$ cat config.mk
export PLATFORM = sky130hd
export DESIGN_NAME = line_buffer_responder
export DESIGN_NICKNAME = d
export VERILOG_FILES = /design/src/rtl/line_buffer_pkg.sv /design/src/rtl/line_buffer_datapath.sv /design/src/rtl/line_buffer_responder.sv
export SDC_FILE = /design/constraint.sdc
export NUM_CORES = 1
export LEC_CHECK = 0
export ABC_AREA = 1
export CAP_MARGIN = 10
export CORE_MARGIN = 8
export CORE_UTILIZATION = 25
export DETAILED_ROUTE_END_ITERATION = 10
export GPL_TIMING_DRIVEN = 0
export HOLD_SLACK_MARGIN = 0.02
export PLACE_DENSITY_LB_ADDON = 0.25
export SYNTH_ARGS = -nofsm -noshare
export SYNTH_HDL_FRONTEND = slang
export SYNTH_SLANG_ARGS = --single-unit
$ cat constraint.sdc
create_clock -name clk -period 12.7 [get_ports clk]
set_input_delay 1.27 -clock clk [delete_from_list [all_inputs] [get_ports clk]]
set_output_delay 1.27 -clock clk [all_outputs]
set_load 0.02 [all_outputs]
$ cat src/rtl/line_buffer_pkg.sv
// -----------------------------------------------------------------------------
// line_buffer_pkg
//   Shared definitions for the one-line write-back buffer responder:
//   - state_t      : responder FSM states
//   - *_DEFAULT    : default line geometry (256-bit line, 5 byte-offset bits)
//   - merge_word() : byte-enable merge of a CPU write into a buffered word
// -----------------------------------------------------------------------------
package line_buffer_pkg;

  localparam int LINE_BITS_DEFAULT   = 256;
  localparam int OFFSET_BITS_DEFAULT = 5;

  typedef enum logic [1:0] {
    IDLE,
    WRITEBACK,
    FETCH,
    RESP
  } state_t;

  // Returns old_word with every byte whose enable bit is set replaced by the
  // corresponding byte of wdata.
  function automatic logic [31:0] merge_word(
    input logic [31:0] old_word,
    input logic [31:0] wdata,
    input logic [3:0]  byte_enable
  );
    logic [31:0] merged;
    merged = old_word;
    for (int b = 0; b < 4; b++) begin
      if (byte_enable[b]) merged[8*b +: 8] = wdata[8*b +: 8];
    end
    return merged;
  endfunction

endpackage

$ cat src/rtl/line_buffer_datapath.sv
// -----------------------------------------------------------------------------
// line_buffer_datapath
//   Storage and data steering for the line buffer: the buffered line, its tag,
//   and the request latched on acceptance. Presents the word addressed by the
//   latched request and merges byte-enabled write data into it.
//
// Ports:
//   clk              : clock
//   accept           : latch the presented request fields this cycle
//   fill             : load line from pmem_rdata and tag from the latched request
//   merge            : merge latched write data into the selected word
//   mem_word_address : CPU word address (byte address bits [31:2])
//   mem_wdata        : CPU write data
//   mem_byte_enable  : CPU per-byte write enable
//   mem_write        : request is a write
//   pmem_rdata       : fetched line
//   line             : buffered line (also the writeback data)
//   tag              : tag of the buffered line
//   req_tag          : line address of the latched request
//   req_is_write     : latched request is a write
//   req_word         : word of the buffered line selected by the latched request
// -----------------------------------------------------------------------------
module line_buffer_datapath
  import line_buffer_pkg::*;
#(
  parameter int LINE_BITS   = LINE_BITS_DEFAULT,
  parameter int OFFSET_BITS = OFFSET_BITS_DEFAULT
) (
  input  logic                    clk,
  input  logic                    accept,
  input  logic                    fill,
  input  logic                    merge,
  input  logic [31:2]             mem_word_address,
  input  logic [31:0]             mem_wdata,
  input  logic [3:0]              mem_byte_enable,
  input  logic                    mem_write,
  input  logic [LINE_BITS-1:0]    pmem_rdata,
  output logic [LINE_BITS-1:0]    line,
  output logic [31-OFFSET_BITS:0] tag,
  output logic [31-OFFSET_BITS:0] req_tag,
  output logic                    req_is_write,
  output logic [31:0]             req_word
);

  localparam int WORD_SEL_BITS = OFFSET_BITS - 2;

  logic [WORD_SEL_BITS-1:0] req_word_sel;
  logic [31:0]              req_wdata;
  logic [3:0]               req_byte_enable;

  // The pre-merge word doubles as the read data for both reads and writes.
  assign req_word = line[32*int'(req_word_sel) +: 32];

  // NOTE: line, tag and the request registers carry no reset; valid (in the
  // top) qualifies their contents, so clearing them would only cost reset fanout.
  always_ff @(posedge clk) begin
    if (accept) begin
      req_tag         <= mem_word_address[31:OFFSET_BITS];
      req_word_sel    <= mem_word_address[OFFSET_BITS-1:2];
      req_wdata       <= mem_wdata;
      req_byte_enable <= mem_byte_enable;
      req_is_write    <= mem_write;
    end

    if (fill) begin
      line <= pmem_rdata;
      tag  <= req_tag;
    end else if (merge) begin
      line[32*int'(req_word_sel) +: 32] <= merge_word(req_word, req_wdata, req_byte_enable);
    end
  end

endmodule

$ cat src/rtl/line_buffer_responder.sv
// -----------------------------------------------------------------------------
// line_buffer_responder
//   Memory-side responder for a blocking CPU word interface. Serves requests
//   from a single write-back line buffer; a miss writes back the dirty line
//   (if any) and fetches the new one over a line-wide pmem handshake. Every
//   accepted request produces exactly one single-cycle mem_resp.
//
// Ports:
//   clk, rst          : clock, synchronous active-high reset
//   mem_read/mem_write: CPU request (write wins if both are high)
//   mem_address       : CPU byte address, bits [1:0] ignored
//   mem_wdata         : CPU write data
//   mem_byte_enable   : CPU per-byte write enable
//   mem_rdata         : read data, valid while mem_resp is high
//   mem_resp          : one-cycle completion pulse
//   pmem_read         : line fetch request, held until pmem_resp
//   pmem_write        : line writeback request, held until pmem_resp
//   pmem_address      : line-aligned physical address
//   pmem_wdata        : writeback line
//   pmem_rdata        : fetched line, valid with pmem_resp
//   pmem_resp         : physical memory completion pulse
// -----------------------------------------------------------------------------
module line_buffer_responder
  import line_buffer_pkg::*;
#(
  parameter int LINE_BITS   = LINE_BITS_DEFAULT,
  parameter int OFFSET_BITS = OFFSET_BITS_DEFAULT
) (
  input  logic                 clk,
  input  logic                 rst,
  input  logic                 mem_read,
  input  logic                 mem_write,
  input  logic [31:0]          mem_address,
  input  logic [31:0]          mem_wdata,
  input  logic [3:0]           mem_byte_enable,
  output logic [31:0]          mem_rdata,
  output logic                 mem_resp,
  output logic                 pmem_read,
  output logic                 pmem_write,
  output logic [31:0]          pmem_address,
  output logic [LINE_BITS-1:0] pmem_wdata,
  input  logic [LINE_BITS-1:0] pmem_rdata,
  input  logic                 pmem_resp
);

  state_t state, state_next;

  logic                    valid;
  logic                    dirty;
  logic                    request;
  logic                    hit;
  logic                    accept;
  logic                    fill;
  logic                    merge;
  logic [LINE_BITS-1:0]    line;
  logic [31-OFFSET_BITS:0] tag;
  logic [31-OFFSET_BITS:0] req_tag;
  logic                    req_is_write;
  logic [31:0]             req_word;
  logic                    unused_addr_bits;

  // Byte lane within a word is irrelevant: accesses are whole words plus enables.
  assign unused_addr_bits = ^mem_address[1:0];

  assign request = mem_read | mem_write;
  assign hit     = valid && (tag == mem_address[31:OFFSET_BITS]);

  // Gating with rst keeps an in-flight pmem_resp or write merge from touching
  // the buffer while the transaction is being abandoned.
  assign accept = (state == IDLE)  && request      && !rst;
  assign fill   = (state == FETCH) && pmem_resp    && !rst;
  assign merge  = (state == RESP)  && req_is_write && !rst;

  assign pmem_wdata = line;

  line_buffer_datapath #(
    .LINE_BITS   (LINE_BITS),
    .OFFSET_BITS (OFFSET_BITS)
  ) u_datapath (
    .clk              (clk),
    .accept           (accept),
    .fill             (fill),
    .merge            (merge),
    .mem_word_address (mem_address[31:2]),
    .mem_wdata        (mem_wdata),
    .mem_byte_enable  (mem_byte_enable),
    .mem_write        (mem_write),
    .pmem_rdata       (pmem_rdata),
    .line             (line),
    .tag              (tag),
    .req_tag          (req_tag),
    .req_is_write     (req_is_write),
    .req_word         (req_word)
  );

  // NOTE: state registers use non-blocking assignments so every flop samples
  // pre-edge values regardless of process evaluation order.
  always_ff @(posedge clk) begin
    if (rst) begin
      state <= IDLE;
      valid <= 1'b0;
      dirty <= 1'b0;
    end else begin
      state <= state_next;
      if (fill) begin
        valid <= 1'b1;
        dirty <= 1'b0;
      end else if ((state == WRITEBACK) && pmem_resp) begin
        dirty <= 1'b0;
      end else if (merge) begin
        dirty <= 1'b1;
      end
    end
  end

  // NOTE: every output of this block is assigned a default first so no path
  // through the case statement can leave a latch behind.
  always_comb begin
    state_next   = state;
    mem_resp     = 1'b0;
    mem_rdata    = '0;
    pmem_read    = 1'b0;
    pmem_write   = 1'b0;
    pmem_address = '0;

    case (state)
      IDLE: begin
        if (request) begin
          if (hit)        state_next = RESP;
          else if (dirty) state_next = WRITEBACK;
          else            state_next = FETCH;
        end
      end
      WRITEBACK: begin
        pmem_write   = 1'b1;
        pmem_address = {tag, {OFFSET_BITS{1'b0}}};
        if (pmem_resp) state_next = FETCH;
      end
      FETCH: begin
        pmem_read    = 1'b1;
        pmem_address = {req_tag, {OFFSET_BITS{1'b0}}};
        if (pmem_resp) state_next = RESP;
      end
      RESP: begin
        mem_resp   = 1'b1;
        mem_rdata  = req_word;
        state_next = IDLE;
      end
      default: state_next = IDLE;
    endcase
  end

endmodule

# Yosys cells after proc, flatten, opt, wreduce, memory -nomap -nowiden
# Index checks and enable logic that the tools add are counted.
[classes]
n_addsub = 1
n_mux = 26
multipliers = 0
reduce_logical = 13
eq_ne = 7
bitwise = 1
shifts = 3
n_lt_le_gt_ge = 0
div_mod_pow = 0
[op_table]
columns = ["cell", "n"]
rows = [
  ["$mux W256", 2],
  ["$bwmux W256", 1],
  ["$shift A32 B33 Y256 const A", 1],
  ["$shiftx A256 B9 Y32", 1],
  ["$shiftx A32 B33 Y256", 1],
  ["$mux W8", 12],
  ["$pmux W32 S2", 1],
  ["$neg A8 Y33", 1],
  ["$mux W32", 1],
  ["$eq A27 B27 Y1", 1],
  ["$mux W2", 5],
  ["$logic_and A1 B1 Y1", 8],
  ["$pmux W2 S4", 1],
  ["$ne A2 B2 Y1 const B", 3],
  ["$eq A2 B2 Y1 const B", 2],
  ["$mux W1", 3],
  ["$reduce_and A3 Y1", 1],
  ["$reduce_or A3 Y1", 1],
  ["$eq A2 B1 Y1 const B", 1],
  ["$logic_not A2 Y1", 1],
  ["$reduce_bool A2 Y1", 1],
  ["$logic_not A1 Y1", 1],
  ["$or A1 B1 Y1", 1],
]
[totals]
latch_bits = 0
rom_bits = 0
regBits = 354
n_memories = 0
input_bits = 329
out_inout_bits = 323
mem_bits_rw = 0
wordCells = 61

# Depth between registers and ports, before layout
[logic_depth]
depth_word = 9
ltp_mapped = 15
ltp_nobuf = 12

# Modules after synthesis
# Synthesis repeated with hierarchy kept, for this count alone.
[hier_totals]
cells_unflattened = 2424
hier_area_um2 = 19660.1
[modules_own_cells]
columns = ["mod", "area_per_inst_um2", "n_inst", "seq_area_each_um2", "cells_per_inst"]
rows = [
  ["line_buffer_datapath", 18162.4, 1, 10510.1, 2087],
  ["line_buffer_responder", 1497.7, 1, 80.1, 337],
]

# Worst setup path after synthesis
# OpenSTA, ideal clock, no wires.
[synth_path]
kind = "input -> register"
from = "input port rst"
to = "register u_datapath.req_byte_enable[0] (enable)"
setup_time_ps = 574
arrival_time_ps = 5867
slack_ps = 6259
required_time_ps = 12126
path_stages = 1
path_buffers = 0
cell_sequence = "nor3_1"
[synth_between]
elab_chain_cells = 2
[synth_lines]
columns = ["element", "line", "rtl"]
rows = [
  ["start: declaration", "line_buffer_responder.sv:30", "input logic rst,"],
  ["$logic_not A1 Y1", "line_buffer_responder.sv:70", "assign accept = (state == IDLE) && request && !rst;"],
  ["$logic_and A1 B1 Y1", "line_buffer_responder.sv:70", ""],
  ["end signal: assignment", "line_buffer_datapath.sv:61", "req_byte_enable <= mem_byte_enable;"],
  ["end: declaration", "line_buffer_datapath.sv:49", "logic [3:0] req_byte_enable;"],
]
# Every way passes these cells.
# A chain may end at the register's enable or synchronous reset.

# Worst setup path in the final report
[layout_path]
from = "register u_datapath.req_word_sel[1]"
to = "output port mem_rdata[12]"
[layout_between]
elab_chain_cells = 2
[layout_lines]
columns = ["element", "line", "rtl"]
rows = [
  ["start: declaration", "line_buffer_datapath.sv:47", "logic [WORD_SEL_BITS-1:0] req_word_sel;"],
  ["start signal: assignment", "line_buffer_datapath.sv:59", "req_word_sel <= mem_word_address[OFFSET_BITS-1:2];"],
  ["$shiftx A256 B9 Y32", "line_buffer_datapath.sv:52", "assign req_word = line[32*int'(req_word_sel) +: 32];"],
  ["$mux W32", "line_buffer_responder.sv:126", "case (state)"],
  ["end: declaration", "line_buffer_responder.sv:36", "output logic [31:0] mem_rdata,"],
]
# Every way passes these cells.

==> impl_metrics.csv <==
group,metric,value,unit
final_layout,final_cell_mix,"nand2_1 (1022), clkdlybuf4s50_1 (644), edfxtp_1 (350)",
floorplan,initial_core_util,25.2,%
global_routing,met2_usage,44.8,%
global_routing,grt_pass1_vias,19600,
global_routing,met1_usage,31.5,%
floorplan,die_area,87400,sq um
timing,period_needed,4.70,ns
timing,finalCritPeriodShare,37.0,%
synthesis,postSynthAreaPerCell,8.41,sq um
global_routing,grt_use_total,26.1,%
global_routing,grt_pass1_wl,158,mm
global_routing,top_usage_layer,"met2",
timing,finalSetupTns,0,ns
power,vdd_drop_max,0.108,mV
floorplan,core,77500,sq um
power,p_leak,0.0120,uW
cts,tritoncts,"yes",
routing,drtIter0Drc,1725,
synthesis,synthArstFlopShare,0,%
routing,first_pass_iters,6,
cts,cts.repair.resized,0,
power,p_per_area,157,nW/um^2
synthesis,yosysSeqAreaShare,54.2,%
cts,clock-sinks,354,
routing,ant_nets,0,
global_routing,antenna_found_initial,19,
synthesis,ys_warn_count,0,
cts,cts-root-buf,"clkbuf_16",
placement,port_buffers,644,
critical_path,crit_slowest_cell,"clkdlybuf4s50_1",
synthesis,ys_ff_latch,354,
power,total_power,4580,uW
timing,fin_worst_skew,0.0323,ns
cts,clk_pin_slew,0.06,ns
final_layout,mostFrequentLayoutCell,"nand2_1",
cts,cts_setup_buffers,0,
flow_run,drv_cap,0,
routing,dr_total_vias,19800,
synthesis,synth_cells,2323,
cts,clk_latency,0.60,ns
routing,drc_errors,0,
timing,fmax,213,MHz
timing,finalMaxSlewViolations,0,
cts,holdBufCountCts,0,
critical_path,worstPathMaxFanout,10,
final_layout,layout-drive-gt1-share,11.2,%
critical_path,cp.required,11.43,ns
min_path,hp-class,"register to register",
final_layout,nets,3369,
outcome,status,"complete, no violations",
routing,wl_per_cell,29.1,um
global_routing,grt_max_degree,37,
critical_path,worstPathArrival,3.43,ns
final_layout,syn_to_final_growth,48.9,%
floorplan,die_h,296,um
cts,htree_num_levels,2,
critical_path,critPathMaxStageDelay,0.73,ns
placement,gp_congestion,0.948,
synthesis,synth.cell_area,19500,sq um
synthesis,synth_edf_count,350,
floorplan,die_x,296,um
floorplan,rows,102,
placement,hpwl,97.7,mm
routing,drt-total-wl,120,mm
timing,setup_viol_count_final,0,
critical_path,crit_buf_inv,3,
critical_path,path_cells,"buf_6, clkbuf_1, o21ai_0, o21ai_1, nand2_1, a21oi_1, clkdlybuf4s50_1",
timing,worst_pin_slew,1.28,ns
timing,rsz0062_at_grt,"false",
critical_path,critPathTopFamily,"buffers and inverters",
critical_path,cp-start-kind,"register",
routing,vias_per_cell,4.81,
global_routing,gr-usage-met3,7.92,%
timing,slew_headroom,14.7,%
floorplan,io-pin-count,652,
timing,finalHoldViolCount,0,
cts,cts_buffers,46,
cts,cts_buffer_depth,3,
synthesis,synthDistinctLibCells,35,
critical_path,end_kind,"output port",
critical_path,path_class,"register to output port",
global_routing,grt-ovfl-total,0,
synthesis,yosys_most_used_dff,"edfxtp_1",
-- Yosys cell counts (2+ instances only) --
cell type | number | share of area (%)
edfxtp_1 | 350 | 54
nand3_1 | 244 | 6.2
clkbuf_1 | 47 | 0.90
buf_6 | 17 | 0.98
dfxtp_1 | 4 | 0.41
buf_2 | 50 | 1.3
nor2_2 | 65 | 2.1
nor2_1 | 88 | 1.7
o211ai_1 | 17 | 0.65
or2_2 | 49 | 1.6
buf_4 | 19 | 0.73
a21oi_1 | 46 | 1.2
xnor2_1 | 5 | 0.22
nor3_1 | 2 | 0.051
buf_1 | 17 | 0.33
nand2_1 | 1023 | 20
inv_1 | 116 | 2.2
o21ai_1 | 22 | 0.56
inv_2 | 2 | 0.038
ha_1 | 6 | 0.38
nand3_2 | 49 | 2.5
o21ai_0 | 72 | 1.8
-- through the flow --
stage	setup slack [ns]	cell area [sq um]	hold slack [ns]	std cells	utilization (%)
final	8.00	29100	0.445	4118	37.6
after floorplan	6.26	19600	0.427	2327	-
after global placement	1.36	27300	0.429	4011	35.3
after CTS	8.02	29100	0.445	4108	37.5
after global routing	7.93	29100	0.451	4111	37.6
after detailed placement	8.46	27700	0.434	4026	35.7
-- cells by family after synthesis --
kind of cell    Yosys count  synth area share (%)
compound gates          160                  4.37
flops                   354                  54.2
other cells               1                0.0192
simple gates           1525                  34.2
fa+ha+maj                 6                 0.384
xor+xnor                  6                 0.269
buf+inv                 271                  6.61
-- sequential cells by signal, summed over array words and instances, names as in the netlist --
signal,count
state,2
u_datapath.req_byte_enable,4
u_datapath.req_wdata,32
valid,1
u_datapath.req_word_sel,3
dirty,1
u_datapath.req_is_write,1
u_datapath.tag,27
u_datapath.line,256
u_datapath.req_tag,27
-- path summary, 6_finish.rpt --
kind	startpoint	slack (ns)	end	cells after the start
worst max-delay path	u_datapath.req_word_sel[1]$_DFFE_PP_	8.00	mem_rdata[12]	7
worst min-delay path	u_datapath.req_tag[12]$_DFFE_PP_	0.45	u_datapath.tag[12]$_DFFE_PP_	0
worst max register to register	u_datapath.req_word_sel[0]$_DFFE_PP_	8.82	u_datapath.line[41]$_DFFE_PP_	15
worst min register to register	u_datapath.req_tag[12]$_DFFE_PP_	0.45	u_datapath.tag[12]$_DFFE_PP_	0
-- power breakdown --
part / total [uW] / switching (uW) / internal, uW
Clock: 1290 / 557 / 728
Sequential: 1530 / 71.1 / 1460
Combinational: 1760 / 1220 / 549
Total: 4580 / 1840 / 2740
-- final cells by class --
| class | count | area [sq um] |
|---|---|---|
| timing repair buffer | 659 | 6710 |
| tap | 1040 | 1300 |
| multi-input combinational | 1702 | 7770 |
| clock buffer | 57 | 1230 |
| buffer | 151 | 840 |
| fill | 8082 | 48400 |
| sequential | 354 | 10600 |
| antenna | 10 | 25.0 |
| inverter | 120 | 452 |
| clock inverter | 25 | 188 |
-- routing by layer --
metal  part of all wire [%]  up-vias
met5                   0.12        -
met4                    3.0       22
met3                     10      163
met2                     48      992
met1                     39     9567
li1                       -     9057
Note: power is estimated with default switching activity, not from simulation.
